File: src/rtl/gpu_pkg.sv
// Shared framebuffer constants, fill-engine state encoding and FB_DATA packing.
// The framebuffer write-port side uses the same constants and bit positions.
package gpu_pkg;

   localparam logic [14:0] FB_BASE   = 15'd4096;
   localparam logic [7:0]  FB_WIDTH  = 8'd80;
   localparam logic [7:0]  FB_HEIGHT = 8'd60;

   localparam int DATA_COLOR_LSB = 0;
   localparam int DATA_COLOR_MSB = 2;
   localparam int DATA_SWAP_BIT  = 6;

   typedef enum logic [1:0] {
      ST_IDLE   = 2'd0,
      ST_WRITE  = 2'd1,
      ST_DRAIN1 = 2'd2,
      ST_DRAIN2 = 2'd3
   } state_e;

   function automatic logic [6:0] fb_data_pack(input logic [2:0] colour, input logic swap);
      logic [6:0] d;
      d = '0;
      d[DATA_COLOR_MSB:DATA_COLOR_LSB] = colour;
      d[DATA_SWAP_BIT] = swap;
      return d;
   endfunction

   function automatic logic [14:0] fb_cell_addr(input logic [12:0] row_base, input logic [6:0] col);
      return FB_BASE + {2'b0, row_base} + {8'b0, col};
   endfunction

endpackage

File: src/rtl/gpu_rect_clip.sv
// Combinational clip of a rectangle command against the 80x60 grid.
// Produces clipped width/height, an empty flag and the starting row base (Y*80).
module gpu_rect_clip
   import gpu_pkg::*;
(
   input  logic [6:0]  x,
   input  logic [5:0]  y,
   input  logic [6:0]  w,
   input  logic [5:0]  h,
   output logic [6:0]  w_clip,
   output logic [5:0]  h_clip,
   output logic        empty,
   output logic [12:0] row_base
);

   logic [7:0] rem_w;
   logic [7:0] rem_h;

   always_comb begin
      rem_w = FB_WIDTH - {1'b0, x};
      rem_h = FB_HEIGHT - {2'b0, y};
      // A start coordinate past the edge either hits zero or underflows into bit 7.
      empty = rem_w[7] || (rem_w == 8'd0) || rem_h[7] || (rem_h == 8'd0) ||
              (w == 7'd0) || (h == 6'd0);
      w_clip = '0;
      h_clip = '0;
      if (!empty) begin
         w_clip = ({1'b0, w} < rem_w) ? w : rem_w[6:0];
         h_clip = ({2'b0, h} < rem_h) ? h : rem_h[5:0];
      end
      row_base = {1'b0, y, 6'b0} + {3'b0, y, 4'b0};
   end

endmodule

File: src/rtl/gpu_rect_fill.sv
// Rectangle fill engine: accepts one command, clips it, then writes one cell per clock row-major.
// All outputs registered; DONE pulses two cycles after the last write, then CMD_READY returns.
module gpu_rect_fill (
   input  logic        CLK_CPU,
   input  logic        RESET_N,
   input  logic        CMD_VALID,
   output logic        CMD_READY,
   input  logic [6:0]  CMD_X,
   input  logic [5:0]  CMD_Y,
   input  logic [6:0]  CMD_W,
   input  logic [5:0]  CMD_H,
   input  logic [2:0]  CMD_COLOR,
   input  logic        CMD_SWAP,
   output logic        FB_CE,
   output logic        FB_RW,
   output logic [14:0] FB_ADDR,
   output logic [6:0]  FB_DATA,
   output logic        BUSY,
   output logic        DONE
);
   import gpu_pkg::*;

   state_e      state_q, state_d;
   logic [6:0]  x_q, x_d;
   logic [6:0]  col_q, col_d;
   logic [6:0]  xend_q, xend_d;
   logic [5:0]  rows_left_q, rows_left_d;
   logic [12:0] row_base_q, row_base_d;
   logic [2:0]  colour_q, colour_d;
   logic        swap_q, swap_d;
   logic        fb_ce_q, fb_ce_d;
   logic        fb_rw_q, fb_rw_d;
   logic [14:0] fb_addr_q, fb_addr_d;
   logic [6:0]  fb_data_q, fb_data_d;
   logic        ready_q, ready_d;
   logic        busy_q, busy_d;
   logic        done_q, done_d;

   logic [6:0]  clip_w;
   logic [5:0]  clip_h;
   logic        clip_empty;
   logic [12:0] clip_row_base;

   gpu_rect_clip u_clip (
      .x        (CMD_X),
      .y        (CMD_Y),
      .w        (CMD_W),
      .h        (CMD_H),
      .w_clip   (clip_w),
      .h_clip   (clip_h),
      .empty    (clip_empty),
      .row_base (clip_row_base)
   );

   // Registered outputs always describe the cell on the bus; the counters point at that same cell.
   always_comb begin
      state_d     = state_q;
      x_d         = x_q;
      col_d       = col_q;
      xend_d      = xend_q;
      rows_left_d = rows_left_q;
      row_base_d  = row_base_q;
      colour_d    = colour_q;
      swap_d      = swap_q;
      fb_ce_d     = 1'b1;
      fb_rw_d     = 1'b1;
      fb_addr_d   = fb_addr_q;
      fb_data_d   = fb_data_q;
      done_d      = 1'b0;

      case (state_q)
         ST_IDLE: begin
            if (CMD_VALID) begin
               colour_d    = CMD_COLOR;
               x_d         = CMD_X;
               col_d       = CMD_X;
               xend_d      = CMD_X + clip_w - 7'd1;
               rows_left_d = clip_h - 6'd1;
               row_base_d  = clip_row_base;
               if (clip_empty) begin
                  state_d = ST_DRAIN1;
                  swap_d  = 1'b0;
               end else begin
                  state_d   = ST_WRITE;
                  swap_d    = CMD_SWAP;
                  fb_ce_d   = 1'b0;
                  fb_rw_d   = 1'b0;
                  fb_addr_d = fb_cell_addr(clip_row_base, CMD_X);
                  fb_data_d = fb_data_pack(CMD_COLOR,
                                           CMD_SWAP && (clip_w == 7'd1) && (clip_h == 6'd1));
               end
            end
         end
         ST_WRITE: begin
            if ((col_q == xend_q) && (rows_left_q == 6'd0)) begin
               state_d = ST_DRAIN1;
            end else begin
               if (col_q == xend_q) begin
                  col_d       = x_q;
                  row_base_d  = row_base_q + {5'b0, FB_WIDTH};
                  rows_left_d = rows_left_q - 6'd1;
               end else begin
                  col_d = col_q + 7'd1;
               end
               fb_ce_d   = 1'b0;
               fb_rw_d   = 1'b0;
               fb_addr_d = fb_cell_addr(row_base_d, col_d);
               fb_data_d = fb_data_pack(colour_q,
                                        swap_q && (col_d == xend_q) && (rows_left_d == 6'd0));
            end
         end
         ST_DRAIN1: begin
            state_d = ST_DRAIN2;
            done_d  = 1'b1;
         end
         ST_DRAIN2: begin
            state_d = ST_IDLE;
         end
         default: begin
            state_d = ST_IDLE;
         end
      endcase

      ready_d = (state_d == ST_IDLE);
      busy_d  = (state_d != ST_IDLE);
   end

   always_ff @(posedge CLK_CPU) begin
      if (!RESET_N) begin
         state_q     <= ST_IDLE;
         x_q         <= '0;
         col_q       <= '0;
         xend_q      <= '0;
         rows_left_q <= '0;
         row_base_q  <= '0;
         colour_q    <= '0;
         swap_q      <= 1'b0;
         fb_ce_q     <= 1'b1;
         fb_rw_q     <= 1'b1;
         fb_addr_q   <= '0;
         fb_data_q   <= '0;
         ready_q     <= 1'b1;
         busy_q      <= 1'b0;
         done_q      <= 1'b0;
      end else begin
         state_q     <= state_d;
         x_q         <= x_d;
         col_q       <= col_d;
         xend_q      <= xend_d;
         rows_left_q <= rows_left_d;
         row_base_q  <= row_base_d;
         colour_q    <= colour_d;
         swap_q      <= swap_d;
         fb_ce_q     <= fb_ce_d;
         fb_rw_q     <= fb_rw_d;
         fb_addr_q   <= fb_addr_d;
         fb_data_q   <= fb_data_d;
         ready_q     <= ready_d;
         busy_q      <= busy_d;
         done_q      <= done_d;
      end
   end

   assign CMD_READY = ready_q;
   assign BUSY      = busy_q;
   assign DONE      = done_q;
   assign FB_CE     = fb_ce_q;
   assign FB_RW     = fb_rw_q;
   assign FB_ADDR   = fb_addr_q;
   assign FB_DATA   = fb_data_q;

endmodule

File: config.mk
export PLATFORM = sky130hd
export DESIGN_NAME = gpu_rect_fill
export DESIGN_NICKNAME = d
export VERILOG_FILES = /design/src/rtl/gpu_pkg.sv /design/src/rtl/gpu_rect_clip.sv /design/src/rtl/gpu_rect_fill.sv
export SDC_FILE = /design/constraint.sdc
export NUM_CORES = 1
export LEC_CHECK = 0
export ABC_AREA = 1
export CAP_MARGIN = 20
export CORE_MARGIN = 8
export CORE_UTILIZATION = 50
export DETAILED_ROUTE_END_ITERATION = 6
export GPL_TIMING_DRIVEN = 1
export HOLD_SLACK_MARGIN = 0.05
export PLACE_DENSITY = 0.74
export SETUP_SLACK_MARGIN = 0.5
export SLEW_MARGIN = 40
export SYNTH_ARGS = -nofsm -noshare
export SYNTH_HDL_FRONTEND = slang
export SYNTH_HIERARCHICAL = 1
export SYNTH_SLANG_ARGS = --single-unit
File: constraint.sdc
create_clock -name CLK_CPU -period 3.7 [get_ports CLK_CPU]
set_clock_uncertainty 0.1 [all_clocks]
set_input_delay 0.74 -clock CLK_CPU [delete_from_list [all_inputs] [get_ports CLK_CPU]]
set_output_delay 0.74 -clock CLK_CPU [all_outputs]
set_load 0.05 [all_outputs]
==> flow_metrics.py, run 1 <==
metrics = {
    "cts": {
        "cts_sinks": 68,
        "cts_htree_levels": 3,
        "cts_buffers": 9,
        "cts_tree": "yes",
        "cts_buffer_depth": 2,
        "clk_latency_ns": 0.34,
        "root_buffer": "clkbuf_16",
        "clkTransAtPathRegs_ns": 0.06,
    },
    "sta": {
        "post-route-period-util_pct": 103,
        "max_freq_mhz": 264,
        "tightest_slew_ns": 0.604,
        "maxSlewViolCount": 0,
        "setup_ws_ns": -0.0947,
        "whs_ns": 0.368,
        "finalHoldViolations": 0,
        "finalSetupViolations": 1,
        "finalCriticalPeriod_ns": 3.79,
        "rsz0062_at_grt": "yes",
        "setup-tns-final_ns": -0.0947,
        "slew_headroom_pct": 59.6,
    },
    "run_status": {
        "run_status": "finished with violations",
        "failed_checks": "negative setup slack",
    },
    "worst_setup_path": {
        "max_stage_delay_ns": 0.28,
        "critical_path.most_common_cell": "nand2_1",
        "crit_path_end_kind": "flop",
        "ff2ff_path_depth": 18,
        "r2r_setup_slack_ns": 0.73,
        "r2r_end": "FB_ADDR[11]",
        "path_delay_family": "simple AND/OR/NAND/NOR gates",
        "crit_type": "input pin to flop",
        "path_buf_inv": 8,
        "crit-reg2reg-launch": "xend_q[6]",
        "worstPathRequired_ns": 3.83,
        "slowest_stage": "ha_1",
        "worstPathArrival_ns": 3.93,
        "start_kind": "input pin",
        "worst-path-max-fanout": 5,
        "crit_start": "CMD_X[0]",
    },
    "logic_synthesis": {
        "async_flop_share_pct": 0,
        "synth_most_common_cell": "nand2_1",
        "ys_seq_elements": 68,
        "synth_ff_type": "dfxtp_1",
        "synth-edff-count": 0,
        "yosysWarnings": 6,
        "netlist_instances": 971,
        "syn_avg_cell_area_um2": 6.31,
        "seq_area_frac_synth_pct": 22.2,
        "ys_top_cells_by_area": "dfxtp_1 (22%), nand2_1 (14%), ha_1 (9.4%)",
        "synth_top_cell_area_share_pct": 22.2,
        "synth_top_cell_by_area": "dfxtp_1",
        "synth_common_cells": "nand2_1 (226), inv_1 (138), nor2_1 (95)",
        "synth_area_um2": 6120,
        "ys_types": 53,
    },
    "global_route": {
        "grt_pass1_wl_um": 30100,
        "grt_usage_pct": 22.8,
        "grt_max_degree": 42,
        "grt_antenna_before_repair": 0,
        "grt_pass1_vias": 6218,
        "overflow": 0,
    },
    "power": {
        "combPwrFrac_pct": 52.0,
        "switching_share_pct": 43.3,
        "clkPwrFrac_pct": 24.4,
        "p_per_area_nw_per_um2": 499,
        "pwr-share-seq_pct": 23.6,
        "p_int_uw": 2330,
        "leakage_uw": 0.00389,
        "peakVddDrop_mv": 0.261,
        "p_sw_uw": 1780,
        "power_uw": 4120,
    },
    "floorplan": {
        "die-area_um2": 16000,
        "core_um2": 12000,
        "die-width_um": 127,
        "start_util_pct": 51.2,
        "rows": 40,
        "die_y_um": 127,
        "io-pin-count": 60,
    },
    "detailed_routing": {
        "ant_nets": 0,
        "route.detailed.wl_per_inst_um": 15.1,
        "num_vias": 6795,
        "drc": 0,
        "routed_wl_um": 18900,
        "drtIter0Drc": 591,
        "avgViaCountPerCell": 5.43,
        "firstDrtPassIters": 6,
    },
    "finish": {
        "nNetsFinal": 1182,
        "instances_no_fill": 1251,
        "drive_gt1_share_pct": 22.6,
        "fin_area_um2": 8240,
        "diodes": 0,
        "area_growth_syn_to_layout_pct": 34.6,
    },
    "worst_hold_path": {
        "worstHoldStart": "swap_q",
        "min_to": "swap_q",
        "worst_hold_path.num_cells": 2,
        "hold_path_class": "flop to flop",
    },
    "placement": {
        "dp.cells": 1220,
        "numPortBuffers": 55,
        "hpwl_um": 13700,
        "placed_area_um2": 7410,
        "gp_congestion": 0.869,
    },
    "flow_run": {
        "max-cap-violations": 0,
    },
}
## sequential cells by signal (all words and copies together) (netlist names)
signal	cells
xend_q	7
BUSY	1
rows_left_q	6
swap_q	1
x_q	7
colour_q	3
CMD_READY	1
state_q	2
FB_DATA	4
DONE	1
FB_RW	1
row_base_q	13
col_q	7
FB_ADDR	14
## power by group through the flow
stage / registers (µW) / clock network, µW / logic [µW]
3_3_place_gp: 976 / 0 / 1870
6_report: 972 / 1000 / 2140
3_5_place_dp: 977 / 0 / 1900
5_1_grt: 989 / 1030 / 2340
4_1_cts: 964 / 1000 / 1980
2_1_floorplan: 1110 / 0 / 1210
## layout make-up
cell class              instances  area, µm²
flip-flops and latches         68       1370
well taps                     147        184
repair buffers                148       1270
clock inverters                 4       97.6
multi-input cells             723       4480
clock buffers                  12        236
inverters                     149        604
fillers                       950       3720
## worst max-delay path by stage
stage	end	slack, ns	cells past startpoint
6_report	xend_q[6]	-0.09	30
5_1_grt	xend_q[6]	-0.33	29
4_1_cts	xend_q[6]	-0.01	30
3_5_place_dp	xend_q[6]	-0.84	31
3_3_place_gp	xend_q[6]	-0.72	31
2_1_floorplan	xend_q[6]	-0.03	28
## layout by cell type (no fill, tap or decap), drive strengths merged, types with 5 or more instances in the layout
master	n
clkdlybuf4s50	45
conb	8
o21a	5
ha	46
or2	5
nand2	243
a211oi	7
nor3	9
clkbuf	15
a21oi	63
inv	147
o21ai	91
dfxtp	68
buf	96
xnor2	6
nand3	54
nor2	106
a31oi	21
xor2	24
nand4	6
## kinds of logic (layout without fill, tap and decap cells)
family | Yosys count | in the layout | synth area share, %
AOI/OAI and AO/OA | 207 | 208 | 19.5
xor gates and xnor gates | 30 | 30 | 4.29
other | 2 | 8 | 0.123
DFF | 68 | 68 | 22.2
and+or+nand+nor | 426 | 427 | 30.3
adders and majority gates | 50 | 50 | 10.7
buffers and inverters | 188 | 313 | 12.9
## through the flow
stage	setup slack [ns]	util, %
2_1_floorplan	-0.0265	-
3_3_place_gp	-0.724	62.0
3_5_place_dp	-0.840	62.0
4_1_cts	-0.0141	66.5
5_1_grt	-0.332	68.9
6_report	-0.0947	68.9
## per-layer routing
| layer | track usage, % | vias up | share of wire, % |
|---|---|---|---|
| li1 | - | 3383 | - |
| met1 | 30.1 | 3149 | 45 |
| met2 | 38.0 | 241 | 47 |
| met3 | 3.60 | 22 | 7.0 |
| met4 | 5.46 | 0 | 1.3 |
| met5 | 0 | - | 0 |
## worst min-delay path: stages, from the launching register on
cell	delay, ns
dfxtp_1	0.31
nand2_1	0.06
a21oi_1	0.05
## timing repair
action	CTS	global route
setup buffers	4	9
gates cloned	2	0
endpoints found under the setup margin	26	20
endpoints found under the hold margin	0	0
resized for setup	51	69
pin swaps	42	56
hold buffers	0	0
Power figures use the tool's default switching activity.
==> run 2: changes to the inputs <==
--- a/config.mk
+++ b/config.mk
@@ -11,7 +11,6 @@
 export CORE_UTILIZATION = 50
 export DETAILED_ROUTE_END_ITERATION = 6
 export GPL_TIMING_DRIVEN = 1
-export HOLD_SLACK_MARGIN = 0.05
 export PLACE_DENSITY = 0.74
 export SETUP_SLACK_MARGIN = 0.5
 export SLEW_MARGIN = 40
==> results of run 2 <==
The final DEF is identical to that of run 1; final timing and power are the same.
